--- src/rtl/vector_mem_pkg.sv ---
// rtl/vector_mem_pkg.sv - shared constants and types for the vector memory arbiter
//
// Purpose : default memory geometry, burst length and read latency, the
//           arbiter state encoding and the burst owner encoding.
// Ports   : none (package).

package vector_mem_pkg;

    localparam int ADDR_W      = 9;
    localparam int DATA_W      = 16;
    localparam int BURST_LEN   = 16;
    localparam int MEM_LATENCY = 1;

    typedef enum logic [1:0] {
        IDLE    = 2'd0,
        BURST_F = 2'd1,
        BURST_I = 2'd2
    } arb_state_t;

    typedef enum logic {
        OWNER_F = 1'b0,
        OWNER_I = 1'b1
    } owner_t;

endpackage

--- src/rtl/vector_memory_arbiter_if.sv ---
// rtl/vector_memory_arbiter_if.sv - burst requester port of the vector memory arbiter
//
// Purpose : one requester's request/grant handshake and its return data stream.
// Signals : req   - burst request, held until grant
//           addr  - burst start address, stable while req is high
//           grant - one-cycle pulse, burst accepted
//           valid - data holds a burst element this cycle
//           data  - returned element (holds last value when valid is low)
// Modports: master - the requester (memory manager)
//           slave  - the arbiter

interface vector_memory_arbiter_if;
    import vector_mem_pkg::*;

    logic              req;
    logic [ADDR_W-1:0] addr;
    logic              grant;
    logic              valid;
    logic [DATA_W-1:0] data;

    modport master (
        output req,
        output addr,
        input  grant,
        input  valid,
        input  data
    );

    modport slave (
        input  req,
        input  addr,
        output grant,
        output valid,
        output data
    );

endinterface

--- src/rtl/burst_address_counter.sv ---
// rtl/burst_address_counter.sv - burst address generator with wrap and last-element flag
//
// Purpose : loads a start address and clears the element count on load, then
//           steps the address by one per advance, wrapping modulo 2^ADDR_W.
// Ports   : clock      in  - rising-edge clock
//           clear      in  - synchronous active-high reset
//           load       in  - start a new burst at start_addr
//           start_addr in  - burst start address
//           advance    in  - step to the next element
//           addr       out - current element address (registered)
//           last       out - current element is element BURST_LEN-1

module burst_address_counter
    import vector_mem_pkg::*;
(
    input  logic              clock,
    input  logic              clear,
    input  logic              load,
    input  logic [ADDR_W-1:0] start_addr,
    input  logic              advance,
    output logic [ADDR_W-1:0] addr,
    output logic              last
);

    localparam int CNT_W = (BURST_LEN > 1) ? $clog2(BURST_LEN) : 1;

    logic [CNT_W-1:0] count;

    always_ff @(posedge clock) begin
        if (clear) begin
            addr  <= '0;
            count <= '0;
        end else if (load) begin
            addr  <= start_addr;
            count <= '0;
        end else if (advance) begin
            // Natural overflow of the ADDR_W-bit sum gives the 511 -> 0 wrap.
            addr  <= addr + 1'b1;
            count <= count + 1'b1;
        end
    end

    assign last = (count == CNT_W'(BURST_LEN - 1));

endmodule

--- src/rtl/vector_memory_arbiter.sv ---
// rtl/vector_memory_arbiter.sv - two-port burst arbiter for the read-only vector memory
//
// Purpose : grants the filter and image ports fixed-length bursts of
//           consecutive addresses on the shared vector memory and steers the
//           read data back to the burst owner with a per-element valid.
// Ports   : clock       in  - rising-edge clock
//           clear       in  - synchronous active-high reset
//           f_port      if  - filter requester (slave side)
//           i_port      if  - image requester (slave side)
//           mem_address out - memory address
//           mem_enable  out - memory read enable
//           mem_write   out - always 0 (memory is read-only)
//           mem_data    in  - memory read data, MEM_LATENCY cycles after address
//           busy        out - a burst is issuing or read data is still in flight
// Config  : FILTER_PRIORITY_EN - when defined, the filter port always wins a
//           tie; otherwise ties are resolved round-robin.

module vector_memory_arbiter
    import vector_mem_pkg::*;
(
    input  logic                    clock,
    input  logic                    clear,
    vector_memory_arbiter_if.slave  f_port,
    vector_memory_arbiter_if.slave  i_port,
    output logic [ADDR_W-1:0]       mem_address,
    output logic                    mem_enable,
    output logic                    mem_write,
    input  logic [DATA_W-1:0]       mem_data,
    output logic                    busy
);

    arb_state_t        state;
    logic              f_grant;
    logic              i_grant;
`ifndef FILTER_PRIORITY_EN
    owner_t            last_served;
`endif

    logic              cnt_last;
    logic              arb_slot;
    logic              start_burst;
    logic              pick_f;
    logic              advance;
    logic [ADDR_W-1:0] start_addr;

    // ------------------------------------------------------------------
    // Arbitration. A new burst may start from IDLE or on the last address
    // cycle of the running burst, which is what makes back-to-back bursts
    // gapless. Requests seen mid-burst are otherwise ignored.
    // ------------------------------------------------------------------
    always_comb begin
        pick_f = 1'b0;
`ifdef FILTER_PRIORITY_EN
        pick_f = f_port.req;
`else
        pick_f = f_port.req && (!i_port.req || (last_served == OWNER_I));
`endif
        arb_slot    = (state == IDLE) || cnt_last;
        start_burst = arb_slot && (f_port.req || i_port.req);
        start_addr  = pick_f ? f_port.addr : i_port.addr;
        advance     = (state != IDLE) && !cnt_last;
    end

    burst_address_counter u_counter (
        .clock      (clock),
        .clear      (clear),
        .load       (start_burst),
        .start_addr (start_addr),
        .advance    (advance),
        .addr       (mem_address),
        .last       (cnt_last)
    );

    always_ff @(posedge clock) begin
        if (clear) begin
            state       <= IDLE;
            f_grant     <= 1'b0;
            i_grant     <= 1'b0;
            mem_enable  <= 1'b0;
`ifndef FILTER_PRIORITY_EN
            last_served <= OWNER_I;
`endif
        end else begin
            f_grant <= start_burst && pick_f;
            i_grant <= start_burst && !pick_f;
            if (start_burst) begin
                state      <= pick_f ? BURST_F : BURST_I;
                mem_enable <= 1'b1;
`ifndef FILTER_PRIORITY_EN
                last_served <= pick_f ? OWNER_F : OWNER_I;
`endif
            end else if (arb_slot) begin
                state      <= IDLE;
                mem_enable <= 1'b0;
            end
        end
    end

    assign mem_write    = 1'b0;
    assign f_port.grant = f_grant;
    assign i_port.grant = i_grant;

    // ------------------------------------------------------------------
    // Return path. Each issued address pushes {valid, owner} into a shift
    // register as deep as the memory latency, so the tail lines up with
    // the data on mem_data. Clearing it drops anything already in flight.
    // ------------------------------------------------------------------
    logic   [MEM_LATENCY-1:0] pipe_valid;
    owner_t                   pipe_owner [MEM_LATENCY];
    owner_t                   cur_owner;

    assign cur_owner = (state == BURST_I) ? OWNER_I : OWNER_F;

    always_ff @(posedge clock) begin
        if (clear) begin
            for (int s = 0; s < MEM_LATENCY; s++) begin
                pipe_valid[s] <= 1'b0;
                pipe_owner[s] <= OWNER_F;
            end
        end else begin
            pipe_valid[0] <= mem_enable;
            pipe_owner[0] <= cur_owner;
            for (int s = 1; s < MEM_LATENCY; s++) begin
                pipe_valid[s] <= pipe_valid[s-1];
                pipe_owner[s] <= pipe_owner[s-1];
            end
        end
    end

    logic              f_valid;
    logic              i_valid;
    logic [DATA_W-1:0] f_hold;
    logic [DATA_W-1:0] i_hold;

    assign f_valid = pipe_valid[MEM_LATENCY-1] && (pipe_owner[MEM_LATENCY-1] == OWNER_F);
    assign i_valid = pipe_valid[MEM_LATENCY-1] && (pipe_owner[MEM_LATENCY-1] == OWNER_I);

    // The element is passed straight through in its valid cycle; the hold
    // registers keep the non-owner's output at its previous element.
    always_ff @(posedge clock) begin
        if (clear) begin
            f_hold <= '0;
            i_hold <= '0;
        end else begin
            if (f_valid) f_hold <= mem_data;
            if (i_valid) i_hold <= mem_data;
        end
    end

    assign f_port.valid = f_valid;
    assign i_port.valid = i_valid;
    assign f_port.data  = f_valid ? mem_data : f_hold;
    assign i_port.data  = i_valid ? mem_data : i_hold;

    assign busy = (state != IDLE) || (|pipe_valid);

endmodule

--- src/flat_wrapper.sv ---
// flat-port wrapper written by rule: the top's interface ports become plain ports
module vector_memory_arbiter_flat import vector_mem_pkg::*;
  (clock, clear, mem_address, mem_enable, mem_write, mem_data, busy, f_port_req, f_port_addr, f_port_grant, f_port_valid, f_port_data, i_port_req, i_port_addr, i_port_grant, i_port_valid, i_port_data);
  vector_memory_arbiter_if f_port_i ();
  vector_memory_arbiter_if i_port_i ();
  input  logic clock;
  input  logic clear;
  output logic [ADDR_W-1:0] mem_address;
  output logic mem_enable;
  output logic mem_write;
  input  logic [DATA_W-1:0] mem_data;
  output logic busy;
  input wire logic [$bits(f_port_i.req)-1:0] f_port_req;
  input wire logic [$bits(f_port_i.addr)-1:0] f_port_addr;
  output wire logic [$bits(f_port_i.grant)-1:0] f_port_grant;
  output wire logic [$bits(f_port_i.valid)-1:0] f_port_valid;
  output wire logic [$bits(f_port_i.data)-1:0] f_port_data;
  input wire logic [$bits(i_port_i.req)-1:0] i_port_req;
  input wire logic [$bits(i_port_i.addr)-1:0] i_port_addr;
  output wire logic [$bits(i_port_i.grant)-1:0] i_port_grant;
  output wire logic [$bits(i_port_i.valid)-1:0] i_port_valid;
  output wire logic [$bits(i_port_i.data)-1:0] i_port_data;
  assign f_port_i.req = f_port_req;
  assign f_port_i.addr = f_port_addr;
  assign f_port_grant = f_port_i.grant;
  assign f_port_valid = f_port_i.valid;
  assign f_port_data = f_port_i.data;
  assign i_port_i.req = i_port_req;
  assign i_port_i.addr = i_port_addr;
  assign i_port_grant = i_port_i.grant;
  assign i_port_valid = i_port_i.valid;
  assign i_port_data = i_port_i.data;
  vector_memory_arbiter u_core (.clock(clock), .clear(clear), .f_port(f_port_i), .i_port(i_port_i), .mem_address(mem_address), .mem_enable(mem_enable), .mem_write(mem_write), .mem_data(mem_data), .busy(busy));
endmodule
--- config.mk ---
export PLATFORM = sky130hd
export DESIGN_NAME = vector_memory_arbiter_flat
export DESIGN_NICKNAME = d
export VERILOG_FILES = /design/src/rtl/vector_mem_pkg.sv /design/src/rtl/vector_memory_arbiter_if.sv /design/src/rtl/burst_address_counter.sv /design/src/rtl/vector_memory_arbiter.sv /design/src/flat_wrapper.sv
export SDC_FILE = /design/constraint.sdc
export NUM_CORES = 1
export LEC_CHECK = 0
export CAP_MARGIN = 20
export CORE_MARGIN = 3
export CORE_UTILIZATION = 56
export CTS_CLUSTER_SIZE = 14
export DETAILED_ROUTE_END_ITERATION = 12
export DONT_BUFFER_PORTS = 1
export PLACE_DENSITY = 0.75
export SKIP_LAST_GASP = 1
export SYNTH_ARGS = -nofsm -noshare
export SYNTH_HDL_FRONTEND = slang
export SYNTH_SLANG_ARGS = --single-unit
--- constraint.sdc ---
create_clock -name clock -period 1.7 [get_ports clock]
set_input_delay 0.085 -clock clock [delete_from_list [all_inputs] [get_ports clock]]
set_output_delay 0.085 -clock clock [all_outputs]
set_load 0.01 [all_outputs]
==> results_dict.tcl <==
set metrics [dict create \
    overflow 0 \
    post_cts_buffers 0 \
    clock_latency_ns 0.30 \
    viasPerCell 5.79 \
    layout.cells.most_common "dfxtp_1" \
    grt_pass1_wl_mm 8.27 \
    rr_startpoint "u_core.u_counter.count[0]" \
    std_cell_rows 23 \
    synth_top_family_by_area "simple AND/OR/NAND/NOR gates" \
    antenna_found_initial 0 \
    port_buffers 0 \
    cap_violations 0 \
    die_area_sq_um 5160 \
    synthArstFlopShare_pct 0 \
    synth_nets 281 \
    post-dp-hpwl_mm 3.59 \
    cp-end-kind "register" \
    path_class "reg -> reg" \
    outcome "complete, no violations" \
    postRouteAntennaNets 0 \
    first_pass_iters 4 \
    synth_edf_count 0 \
    die_x_um 71.8 \
    placedInstanceArea_sq_um 2590 \
    grt_pass1_vias 1761 \
    rsz0062_at_grt "yes" \
    cts.sinks 53 \
    h-tree-depth 2 \
    cts_buffers 5 \
    ys.warnings.count 0 \
    setup_viol 0 \
    start_util_pct 59.4 \
    syn-cell-area_sq_um 2430 \
    nets 300 \
    required_ns 1.91 \
    tritoncts "yes" \
    critical_path_peak_fanout 10 \
    ys.flop_type "dfxtp_1" \
    hold_path_class "in -> reg" \
    core_sq_um 4090 \
    synthAdderAreaFrac_pct 1.03 \
    clockBufferDepth 2 \
    fmax_mhz 618 \
    start_kind "register" \
    min_to "u_core.f_hold[2]" \
    die_height_um 71.8 \
    grt_max_degree 55 \
    avgSynthCellArea_sq_um 10.1 \
    place_congestion 0.835 \
    clk_pin_slew_ns 0.09 \
    leakagePower_nw 1.15 \
    hold_viol 0 \
    fin_total_pwr_mw 2.78 \
    wl_per_cell_um 16.1 \
    synthMuxAreaShare_pct 16.1 \
    drt_wl_total_mm 5.02 \
    r2r-end "u_core.u_counter.addr[6]" \
    synth-xor-area-share_pct 1.08 \
    fin_area_sq_um 2760 \
    drc_errors 0 \
    ir_drop_mv 0.752 \
    num_vias 1802 \
    grt_use_total_pct 20.3 \
    synth-seq-cells 53 \
    synth_seq_area_share_pct 43.7 \
    final_layout_size_suffix_gt1_share_pct 25.7 \
    antenna_cells 0 \
    hp-start "mem_data[2]" \
    hold_depth 2 \
    setup_tns_ns 0 \
    drtIter0Drc 59 \
    postSynthCellCount 241 \
    report.final.slew_viol_count 0 \
    cp.arrival_ns 1.83 \
    synth.distinct_cells 48 \
    r2r_slack_ns 0.08 \
    r2r_cells 5 \
    io-pin-count 86 \
    area_growth_pct 13.7 \
    clockRootBuffer "clkbuf_8" \
    yosys.area_share.simple_pct 22.7 \
    period_share_pct 95.2 \
    fin_cells 311 \
    period_needed_ns 1.62 \
    layout_common_cells "dfxtp_1, nor2b_1, buf_4, mux2_2, mux2_1" \
    powerDensity_nw_per_um2 1010 \
    place_inst 300 \
    synth-compound-area-share_pct 11.4 \
    skew_ns 0.00691 \
]
## critical path: stages (launching register included)
cell and delay [ns]:
dfxtp_1 0.38, ha_1 0.24, and3_2 0.30, nor2_4 0.09, a21o_1 0.19, a2111oi_2 0.33
## sequential cells by signal, indices dropped and copies added (netlist names)
register,cells
u_core.state,2
u_core.pipe_valid,1
u_core.pipe_owner,1
u_core.u_counter.addr,9
u_core.f_port.grant,1
u_core.u_counter.count,4
u_core.i_port.grant,1
u_core.i_hold,16
u_core.mem_enable,1
u_core.f_hold,16
u_core.last_served,1
## layer usage
layer / track usage (%) / vias up / wire length (um)
li1: - / 894 / -
met4: 7.10 / 0 / 64
met2: 33.5 / 70 / 2450
met3: 7.29 / 7 / 441
met1: 24.4 / 831 / 2060
met5: 0 / - / 0
## Yosys cell counts, types with 2 or more instances
cell type / instances / area share, %
dfxtp_1: 53 / 44
nor2b_1: 34 / 8.8
mux2_2: 21 / 9.7
mux2_1: 12 / 5.6
and3_1: 11 / 2.8
nand2_1: 8 / 1.2
nor3_1: 8 / 1.7
clkbuf_1: 7 / 1.1
nor2_1: 7 / 1.1
o21ai_1: 7 / 1.4
a21boi_0: 6 / 1.9
a31oi_1: 5 / 1.3
a211oi_1: 4 / 1.2
buf_4: 4 / 1.2
nand3_1: 3 / 0.62
o21ai_0: 3 / 0.62
or2_1: 3 / 0.77
or3_1: 3 / 0.77
xnor2_1: 3 / 1.1
a2111oi_2: 2 / 1.2
a21oi_1: 2 / 0.41
buf_2: 2 / 0.41
ha_1: 2 / 1.0
inv_1: 2 / 0.31
mux2i_1: 2 / 0.83
nand3_2: 2 / 0.83
nand4b_1: 2 / 0.72
nor3b_1: 2 / 0.62
o211ai_1: 2 / 0.62
## report_power, final
part | switching, mW | internal [mW] | leakage, nW
clock network | 0.397 | 0.479 | 0.0574
logic | 0.267 | 0.247 | 0.660
registers | 0.0704 | 1.32 | 0.432
## through the flow
stage / utilization, % / hold slack (ns) / setup WS, ns
after floorplan: - / 0.327 / 0.157
after global placement: 63.4 / 0.161 / 0.109
after detailed placement: 63.4 / 0.163 / 0.0734
after CTS: 67.1 / 0.0376 / 0.0209
after global routing: 67.5 / 0.0542 / -0.0642
final: 67.5 / 0.0452 / 0.0820
## worst max-delay path by stage
stage / from / to / slack, ns / cells past startpoint
after floorplan: u_core.u_counter.count[0] / u_core.u_counter.addr[6] / 0.16 / 6
after global placement: u_core.u_counter.count[0] / u_core.u_counter.addr[6] / 0.11 / 5
after detailed placement: u_core.u_counter.count[0] / u_core.u_counter.addr[6] / 0.07 / 5
after CTS: u_core.pipe_valid / f_port_data[3] / 0.02 / 4
after global routing: u_core.u_counter.count[1] / u_core.u_counter.addr[6] / -0.06 / 5
final: u_core.u_counter.count[0] / u_core.u_counter.addr[6] / 0.08 / 5
## cells by family after synthesis
kind of cell	count (synthesis)
adder cells (fa/ha/maj)	2
flip-flops	53
AO/OA/AOI/OAI	38
AND/OR/NAND/NOR	92
other	1
buffers and inverters	17
multiplexers	35
XOR/XNOR	3
## layout make-up
class,instances,area (sq um)
Clock inverter,2,37.5
Inverter,2,7.51
Tap cell,50,62.6
Timing Repair Buffer,27,221
Clock buffer,6,82.6
Multi-Input combinational cell,171,1280
Sequential cell,53,1060
Fill cell,340,1330
## repair_timing
action                                 4_1_cts  5_1_grt
gates resized for setup                      0        5
endpoints found under the hold margin       53        0
hold buffers                                 2        0
setup endpoints to repair                    0       12
Note: power is estimated with default switching activity, not from simulation.
